<file path="config.mk">
export PLATFORM = sky130hd
export DESIGN_NAME = muldiv_sequencer
export DESIGN_NICKNAME = d
export VERILOG_FILES = /design/src/rtl/muldiv_sequencer.sv
export SDC_FILE = /design/constraint.sdc
export NUM_CORES = 1
export LEC_CHECK = 0
export CAP_MARGIN = 0
export CORE_AREA = 2 2 169 171
export DETAILED_ROUTE_END_ITERATION = 7
export DIE_AREA = 0 0 171 173
export REMOVE_ABC_BUFFERS = 1
export SYNTH_ARGS = -nofsm -noshare
export SYNTH_HDL_FRONTEND = slang
export SYNTH_SLANG_ARGS = --single-unit
</file>
<file path="constraint.sdc">
create_clock -name clk -period 4 [get_ports clk]
set_input_delay 0.8 -clock clk [delete_from_list [all_inputs] [get_ports clk]]
set_output_delay 0.8 -clock clk [all_outputs]
set_load 0.02 [all_outputs]
</file>
<file path="src/rtl/muldiv_sequencer.sv">
// Iterative shift-add multiplier / restoring divider producing Hi/Lo.
// Ports: clk, reset, start, op, rs_val, rt_val, read_hilo -> hi, lo, busy, done, div_by_zero, stall.
module muldiv_sequencer #(
  parameter int WIDTH = 16,
  parameter int CNT_W = 5
) (
  input  logic             clk,
  input  logic             reset,
  input  logic             start,
  input  logic [1:0]       op,
  input  logic [WIDTH-1:0] rs_val,
  input  logic [WIDTH-1:0] rt_val,
  input  logic             read_hilo,
  output logic [WIDTH-1:0] hi,
  output logic [WIDTH-1:0] lo,
  output logic             busy,
  output logic             done,
  output logic             div_by_zero,
  output logic             stall
);

  typedef enum logic [2:0] {
    S_IDLE, S_PREP, S_RUN, S_FIX, S_DONE
  } state_t;

  state_t             state_q, state_d;
  logic [1:0]         op_q, op_d;
  logic [WIDTH-1:0]   rs_q, rs_d;
  logic [WIDTH-1:0]   b_q, b_d;
  logic [WIDTH-1:0]   mq_q, mq_d;
  logic [WIDTH:0]     acc_q, acc_d;
  logic [CNT_W-1:0]   cnt_q, cnt_d;
  logic               negq_q, negq_d;
  logic               negr_q, negr_d;
  logic               dbz_q, dbz_d;
  logic [WIDTH-1:0]   hi_q, hi_d;
  logic [WIDTH-1:0]   lo_q, lo_d;

  logic               sgn;
  logic [WIDTH:0]     sum, shl, diff;
  logic [2*WIDTH-1:0] prod;
  logic [WIDTH-1:0]   qv, rv;

  always_ff @(posedge clk) begin
    if (reset) begin
      state_q <= S_IDLE;
      op_q    <= '0;
      rs_q    <= '0;
      b_q     <= '0;
      mq_q    <= '0;
      acc_q   <= '0;
      cnt_q   <= '0;
      negq_q  <= 1'b0;
      negr_q  <= 1'b0;
      dbz_q   <= 1'b0;
      hi_q    <= '0;
      lo_q    <= '0;
    end else begin
      state_q <= state_d;
      op_q    <= op_d;
      rs_q    <= rs_d;
      b_q     <= b_d;
      mq_q    <= mq_d;
      acc_q   <= acc_d;
      cnt_q   <= cnt_d;
      negq_q  <= negq_d;
      negr_q  <= negr_d;
      dbz_q   <= dbz_d;
      hi_q    <= hi_d;
      lo_q    <= lo_d;
    end
  end

  always_comb begin
    state_d = state_q;
    op_d    = op_q;
    rs_d    = rs_q;
    b_d     = b_q;
    mq_d    = mq_q;
    acc_d   = acc_q;
    cnt_d   = cnt_q;
    negq_d  = negq_q;
    negr_d  = negr_q;
    dbz_d   = dbz_q;
    hi_d    = hi_q;
    lo_d    = lo_q;
    // op[1]: divide, op[0]: unsigned
    sgn  = ~op_q[0];
    sum  = acc_q + (mq_q[0] ? {1'b0, b_q} : '0);
    shl  = {acc_q[WIDTH-1:0], mq_q[WIDTH-1]};
    diff = shl - {1'b0, b_q};
    prod = {acc_q[WIDTH-1:0], mq_q};
    qv   = mq_q;
    rv   = acc_q[WIDTH-1:0];
    if (negq_q) begin
      prod = '0 - prod;
      qv   = '0 - qv;
    end
    if (negr_q) rv = '0 - rv;

    unique case (state_q)
      S_IDLE: begin
        if (start) begin
          op_d    = op;
          rs_d    = rs_val;
          mq_d    = rs_val;
          b_d     = rt_val;
          state_d = S_PREP;
        end
      end
      S_PREP: begin
        if (sgn && rs_q[WIDTH-1]) mq_d = '0 - rs_q;
        if (sgn && b_q[WIDTH-1])  b_d  = '0 - b_q;
        negq_d  = sgn & (rs_q[WIDTH-1] ^ b_q[WIDTH-1]);
        negr_d  = sgn & rs_q[WIDTH-1];
        acc_d   = '0;
        cnt_d   = '0;
        state_d = S_RUN;
      end
      S_RUN: begin
        if (op_q[1]) begin
          // restoring step: keep the subtraction only if it stayed non-negative
          if (!diff[WIDTH]) begin
            acc_d = diff;
            mq_d  = {mq_q[WIDTH-2:0], 1'b1};
          end else begin
            acc_d = shl;
            mq_d  = {mq_q[WIDTH-2:0], 1'b0};
          end
        end else begin
          acc_d = {1'b0, sum[WIDTH:1]};
          mq_d  = {sum[0], mq_q[WIDTH-1:1]};
        end
        cnt_d = cnt_q + 1'b1;
        if (cnt_q == CNT_W'(WIDTH-1)) state_d = S_FIX;
      end
      S_FIX: begin
        dbz_d = op_q[1] & (b_q == '0);
        if (!op_q[1]) begin
          hi_d = prod[2*WIDTH-1:WIDTH];
          lo_d = prod[WIDTH-1:0];
        end else if (b_q == '0) begin
          hi_d = rs_q;
          lo_d = '1;
        end else begin
          hi_d = rv;
          lo_d = qv;
        end
        state_d = S_DONE;
      end
      S_DONE:  state_d = S_IDLE;
      default: state_d = S_IDLE;
    endcase
  end

  assign hi          = hi_q;
  assign lo          = lo_q;
  assign busy        = (state_q != S_IDLE);
  assign done        = (state_q == S_DONE);
  assign div_by_zero = done & dbz_q;
  assign stall       = (start | read_hilo) & busy;

endmodule

</file>
==> results of run 1 <==
[layer usage]
| metal | share of wire (%) | routed length (um) |
|---|---|---|
| met1 | 47 | 12400 |
| met2 | 46 | 12100 |
| met3 | 5.3 | 1400 |
| met4 | 1.9 | 505 |
| met5 | 0 | 0 |
[how the worst max path moves through the flow]
stage               depth (start not counted)        end  startpoint  slack [ps]
finish                                     15  acc_q[15]      b_q[2]         150
global route                               15  acc_q[15]      b_q[2]          40
CTS                                        14  acc_q[15]      b_q[2]         190
detailed placement                         14  acc_q[15]      b_q[2]         200
global placement                           14  acc_q[15]      b_q[2]         340
floorplan                                  14  acc_q[15]      b_q[2]          -3
[cell usage in the layout (no fill, tap or decap), types with 9 or more instances in the layout]
master / count
nor2b_1: 12
o31ai_1: 21
ha_1: 39
o211ai_1: 10
inv_1: 31
xor2_1: 35
xnor2_1: 36
nor3_1: 31
nor2_1: 157
o41ai_1: 11
a311oi_1: 19
o21a_1: 12
a21o_1: 9
a21oi_1: 59
nand3_1: 17
clkbuf_16: 9
a221oi_1: 19
dfxtp_1: 109
buf_4: 34
o21ai_0: 54
nand2_1: 119
clkdlybuf4s50_1: 72
mux2i_1: 25
a22oi_1: 15
a211oi_1: 24
nor4_1: 10
[through the flow]
step	std cells	util, %	setup TNS, ps
6_report	1502	34.7	0
5_1_grt	1502	34.7	0
4_1_cts	1502	34.7	0
3_5_place_dp	1487	33.7	0
3_3_place_gp	1487	33.7	0
2_1_floorplan	1003	-	-2.83
[worst min-delay path, cell delays in order, from the launching register on]
cell and delay [ps]:
dfxtp_1 330, nand2_1 60, a21oi_1 50
[cell families after synthesis]
logic type / count (synthesis)
AOI/OAI and AO/OA: 308
xor gates and xnor gates: 71
muxes: 26
buffers and inverters: 118
and+or+nand+nor: 415
DFF: 110
adders and majority gates: 41
[synth_stat cells, types with 8 or more instances]
cell type / count
a22oi_1: 15
mux2i_1: 25
clkbuf_1: 72
a211oi_1: 24
a311oi_1: 19
or4_1: 8
nand2_1: 119
ha_1: 39
o21ai_0: 54
nand3_1: 17
nor3_1: 31
xnor2_1: 36
o31ai_1: 21
a221oi_1: 19
a21o_1: 9
xor2_1: 35
o41ai_1: 11
nor4_1: 10
nor2_1: 158
nor2b_1: 12
nand4_1: 8
o211ai_1: 10
dfxtp_1: 110
a21oi_1: 60
o21a_1: 12
inv_1: 31
[power groups by stage]
| stage | sequential (mW) | clock (mW) | combinational, mW |
|---|---|---|---|
| final | 1.26 | 0.906 | 0.923 |
| after global routing | 1.27 | 0.962 | 1.01 |
| after detailed placement | 1.29 | 0 | 0.914 |
| after CTS | 1.26 | 0.917 | 0.918 |
| after floorplan | 1.27 | 0 | 0.603 |
| after global placement | 1.28 | 0 | 0.910 |
[flip-flops by register name (all words and copies together) (netlist names), 2 cells and up]
register and count:
mq_q 16, b_q 16, cnt_q 5, rs_q 16, state_q 3, lo 16, op_q 2, hi 16
acc_q 17
[final cells by class]
cell class / count / share of cell area (%)
clock inverters: 6 / 0.561
multi-input cells: 861 / 57.7
flip-flops and latches: 110 / 23.0
well taps: 378 / 4.93
clock buffers: 9 / 2.35
inverters: 32 / 1.25
repair buffers: 106 / 10.2
==> flow_metrics.env, run 1 <==
export IMPL_critPathMaxFanout=25
export IMPL_ctsResizeCount=0
export IMPL_min_period_over_period_pct=96.4
export IMPL_synth_cells=1089
export IMPL_r2r_end="acc_q[15]"
export IMPL_synth_area_mux_share_pct=3.19
export IMPL_antenna_cells=0
export IMPL_endpoint_kind="register"
export IMPL_stdcell_area_um2=9590
export IMPL_reg2reg_slack_ps=150
export IMPL_gp_congestion=0.991
export IMPL_fmax_ghz=0.259
export IMPL_synthAdderAreaFrac_pct=6.45
export IMPL_path_buf_inv=2
export IMPL_drv_cap=0
export IMPL_yosys_area_top_type="dfxtp_1"
export IMPL_finalHoldViolCount=0
export IMPL_viasPerCell=5.43
export IMPL_cts_tree="yes"
export IMPL_core_area_um2=27600
export IMPL_slowest_stage="nor4_1"
export IMPL_drc_errors=0
export IMPL_synth_top_area_share_pct=26.9
export IMPL_die_area_um2=29600
export IMPL_clkPwrFrac_pct=29.3
export IMPL_grt_antenna_before_repair=0
export IMPL_dpl_instance_area_um2=9310
export IMPL_start_util_pct=29.6
export IMPL_power_frac_seq_pct=40.8
export IMPL_overflow=0
export IMPL_io_buffers=73
export IMPL_critPathMaxStageDelay_ps=460
export IMPL_dr_total_vias=8158
export IMPL_htreeDepth=3
export IMPL_worst_pin_slew_ps=1140
export IMPL_grt_max_degree=71
export IMPL_setup_viol=0
export IMPL_layout_setup_ws_ps=145
export IMPL_synth_warnings=0
export IMPL_die_y_um=173
export IMPL_path_clk_slew_ps=80
export IMPL_holdPathEnd="dbz_q"
export IMPL_dp_hpwl_um=19400
export IMPL_internal_power_mw=1.96
export IMPL_worstPathRequired_ps=4250
export IMPL_fin_crit_ps=3850
export IMPL_ir_drop_mv=0.187
export IMPL_synthTopCellsByArea="dfxtp_1 27%, nor2_1 7.2%, ha_1 6.0%, nand2_1 5.5%, xnor2_1 3.8%"
export IMPL_yosys_register_bits=110
export IMPL_cts_buffer_depth=2
export IMPL_clock_latency_ps=370
export IMPL_rsz0062_at_grt="no"
export IMPL_slew_headroom_pct=23.2
export IMPL_firstDrtPassIters=5
export IMPL_cp_start_kind="register"
export IMPL_synth_edf_count=0
export IMPL_regArea_um2=2200
export IMPL_syn_area_per_cell_um2=7.52
export IMPL_p_sw_mw=1.13
export IMPL_synth_distinct_cells=76
export IMPL_rows=61
export IMPL_path_cells="inv_1 -> ha_1 -> nor2b_1 -> o31a_1 -> nor4_1 -> o21ba_2 -> o211ai_1 -> a21o_1 -> a21o_1 -> ha_1 -> buf_4 -> nand2_1 -> o22a_1 -> a221oi_1 -> o21ai_0"
export IMPL_cts_hold_buffers=0
export IMPL_hp_class="reg -> reg"
export IMPL_use_met2_pct=28.5
export IMPL_nets=1199
export IMPL_place_ws_ps=203
export IMPL_p_leak_nw=3.46
export IMPL_grt_pass1_wl_um=41600
export IMPL_power_density_nw_per_um2=322
export IMPL_p_sw_share_pct=36.4
export IMPL_initialDrtViolationCount=690
export IMPL_die_x_um=171
export IMPL_ys_seq_area_share_pct=26.9
export IMPL_cts_root_buf="clkbuf_16"
export IMPL_crit_type="reg -> reg"
export IMPL_synthSimpleGateAreaFrac_pct=23.6
export IMPL_antenna_left=0
export IMPL_grt_pass1_vias=7434
export IMPL_finalWirelength_um=26300
export IMPL_synth_area_um2=8190
export IMPL_post_cts_buffers=0
export IMPL_finalMaxSlewViolations=0
export IMPL_async_flop_share_pct=0
export IMPL_ios=74
export IMPL_area_delta_synth_final_pct=17.0
export IMPL_crit_family="compound AO/OA/AOI/OAI gates"
export IMPL_multi_input_area_um2=5530
export IMPL_synth_xor_area_share_pct=7.59
export IMPL_grt_usage_pct=17.6
export IMPL_grt_busiest_layer="met2"
export IMPL_reg2reg_from="b_q[2]"
export IMPL_drive_above_1_share_pct=6.49
export IMPL_skew_ps=14.6
export IMPL_p_total_mw=3.09
export IMPL_r2r_cells=15
export IMPL_synth_ff_type="dfxtp_1"
export IMPL_use_met3_pct=2.56
export IMPL_holdPathStages=2
export IMPL_cts_num_sinks=110
export IMPL_fill_cells=2983
export IMPL_cts_buffers=9
export IMPL_outcome="finished clean"
export IMPL_min_from="dbz_q"
export IMPL_synth_top_family_by_area="compound AO/OA/AOI/OAI gates"
export IMPL_whs_ps=481
export IMPL_critPathArrivalTime_ps=4100
export IMPL_grt_use_met1_pct=24.5
export IMPL_wire_per_inst_um=17.5
export IMPL_synth_compound_area_share_pct=26.5
export IMPL_combPwrFrac_pct=29.9
Note: power is estimated with default switching activity, not from simulation.
==> inputs of run 2 (changes only) <==
Settings changed: CORE_AREA 2 2 169 171 to 2 2 128 130, DIE_AREA 0 0 171 173 to 0 0 130 132, PLACE_DENSITY set to 0.76.
Clock period 4 ns to 3.2 ns, I/O delays scaled along.
==> run 2 against run 1 <==
Worst setup slack worse by 97 ps. Combinational power rose by 42%. Flip-flop and latch count unchanged. Clock skew is 3.5 ps lower. Critical endpoint unchanged. Largest cell class unchanged. Highest routed layer unchanged.
==> flow_metrics.env, run 2 (synthesis gave the netlist of run 1 again) <==
export IMPL_io_buffers=73
export IMPL_p_leak_nw=3.77
export IMPL_start_util_pct=52.1
export IMPL_setup_tns_ps=0
export IMPL_die_y_um=132
export IMPL_fin_crit_ps=3150
export IMPL_antenna_left=0
export IMPL_cts_tree="yes"
export IMPL_grt_antenna_before_repair=0
export IMPL_outcome="finished clean"
export IMPL_grt_pass1_wl_um=40600
export IMPL_core_area_um2=15700
export IMPL_dpl_instance_area_um2=9480
export IMPL_htreeDepth=3
export IMPL_overflow=0
export IMPL_dr_total_vias=8529
export IMPL_cts_root_buf="clkbuf_16"
export IMPL_cts_num_sinks=110
export IMPL_grt_pass1_vias=7861
export IMPL_critPathArrivalTime_ps=3410
export IMPL_nets=1253
export IMPL_dp_hpwl_um=18600
export IMPL_drv_cap=0
export IMPL_stdcell_area_um2=9960
export IMPL_endpoint_kind="register"
export IMPL_hp_class="reg -> reg"
export IMPL_drc_errors=0
export IMPL_drive_above_1_share_pct=12.7
export IMPL_die_area_um2=17200
export IMPL_final_util_pct=63.4
export IMPL_ir_drop_mv=0.264
export IMPL_initialDrtViolationCount=707
export IMPL_clock_latency_ps=370
export IMPL_slew_headroom_pct=44.7
export IMPL_rsz0062_at_grt="yes"
export IMPL_worstPathRequired_ps=3460
export IMPL_grt_max_degree=69
export IMPL_worst_pin_slew_ps=830
export IMPL_max_flop_register="acc_q"
export IMPL_final_common_cell="nor2_1"
export IMPL_power_density_nw_per_um2=401
export IMPL_finalHoldViolCount=0
export IMPL_mostFrequentLayoutCells="155 x nor2_1, 118 x nand2_1, 106 x dfxtp_1"
export IMPL_skew_ps=11.1
export IMPL_largest_register_ffs=17
export IMPL_crit_type="reg -> reg"
export IMPL_firstDrtPassIters=7
export IMPL_viasPerCell=6.11
export IMPL_min_period_over_period_pct=98.5
export IMPL_setup_viol=0
export IMPL_cp_start_kind="register"
export IMPL_area_delta_synth_final_pct=21.5
export IMPL_gp_congestion=0.955
export IMPL_die_x_um=130
export IMPL_grt_usage_pct=29.5
export IMPL_fmax_ghz=0.317
export IMPL_path_clk_slew_ps=80
export IMPL_wire_per_inst_um=18.1
export IMPL_ios=74
export IMPL_antenna_cells=0
export IMPL_finalWirelength_um=25200
export IMPL_finalMaxSlewViolations=0
export IMPL_cts_buffers=9
export IMPL_cts_buffer_depth=2
export IMPL_critPathMaxFanout=2
export IMPL_rows=46
==> run 2: changes by cell type in the layout (fill, tap and decap cells not counted), sizes merged <==
| cell | previous run | this run |
|---|---|---|
| clkinvlp | 3 | 1 |
| clkinv | 1 | 4 |
| buf | 34 | 88 |
==> run 2: worst paths after layout <==
path / from / to / slack, ps / depth (start not counted)
worst max-delay path: mq_q[15] / acc_q[15] / 50 / 15
worst min-delay path: dbz_q / dbz_q / 460 / 2
worst max register to register: mq_q[15] / acc_q[15] / 50 / 15
worst min register to register: dbz_q / dbz_q / 460 / 2
==> run 2: routing by layer <==
metal  routed length (um)  track usage [%]  share of wire, %
met4                  941             12.2               3.7
met2                12200             49.7                48
met1                10500             37.6                42
met5                    0                0                 0
met3                 1580             3.98               6.2
==> run 2: per-stage QoR <==
| step | std cells | power [mW] | hold slack [ps] | worst slack, ps |
|---|---|---|---|---|
| floorplan | 1003 | 2.34 | 421 | -803 |
| global placement | 1373 | 2.79 | 443 | -132 |
| detailed placement | 1373 | 2.81 | 450 | -258 |
| CTS | 1391 | 3.95 | 462 | -30.8 |
| global route | 1395 | 4.19 | 486 | -110 |
| finish | 1395 | 3.99 | 460 | 48.9 |
==> run 2: worst max-delay path, stage by stage, from the launching register on <==
cell	delay, ps
dfxtp_2	330
inv_2	70
ha_4	140
fa_2	210
nor2b_2	50
o31a_1	290
nor4_4	200
o21ba_2	190
o211ai_1	120
a21o_1	190
a21o_1	210
ha_4	300
nand2_2	60
or4b_4	540
nand3_2	80
o21ai_1	60
==> run 2: power by group <==
part	leakage, nW	total (mW)	internal (mW)	switching (mW)
Sequential	0.899	1.55	1.45	0.108
Combinational	2.73	1.31	0.577	0.737
Clock	0.141	1.12	0.547	0.577
==> run 2: cell type report <==
cell class | instances | area [um2]
fillers | 1421 | 5760
clock buffers | 9 | 225
inverters | 32 | 120
repair buffers | 160 | 1410
flip-flops and latches | 110 | 2210
well taps | 216 | 270
clock inverters | 7 | 63.8
multi-input cells | 861 | 5660
==> run 2: repair_timing <==
action / CTS / global route
endpoints found under the setup margin: 16 / 15
hold buffers: 0 / 0
gates cloned: 0 / 0
resized for setup: 17 / 15
setup buffers: 2 / 4
pin swaps: 10 / 14
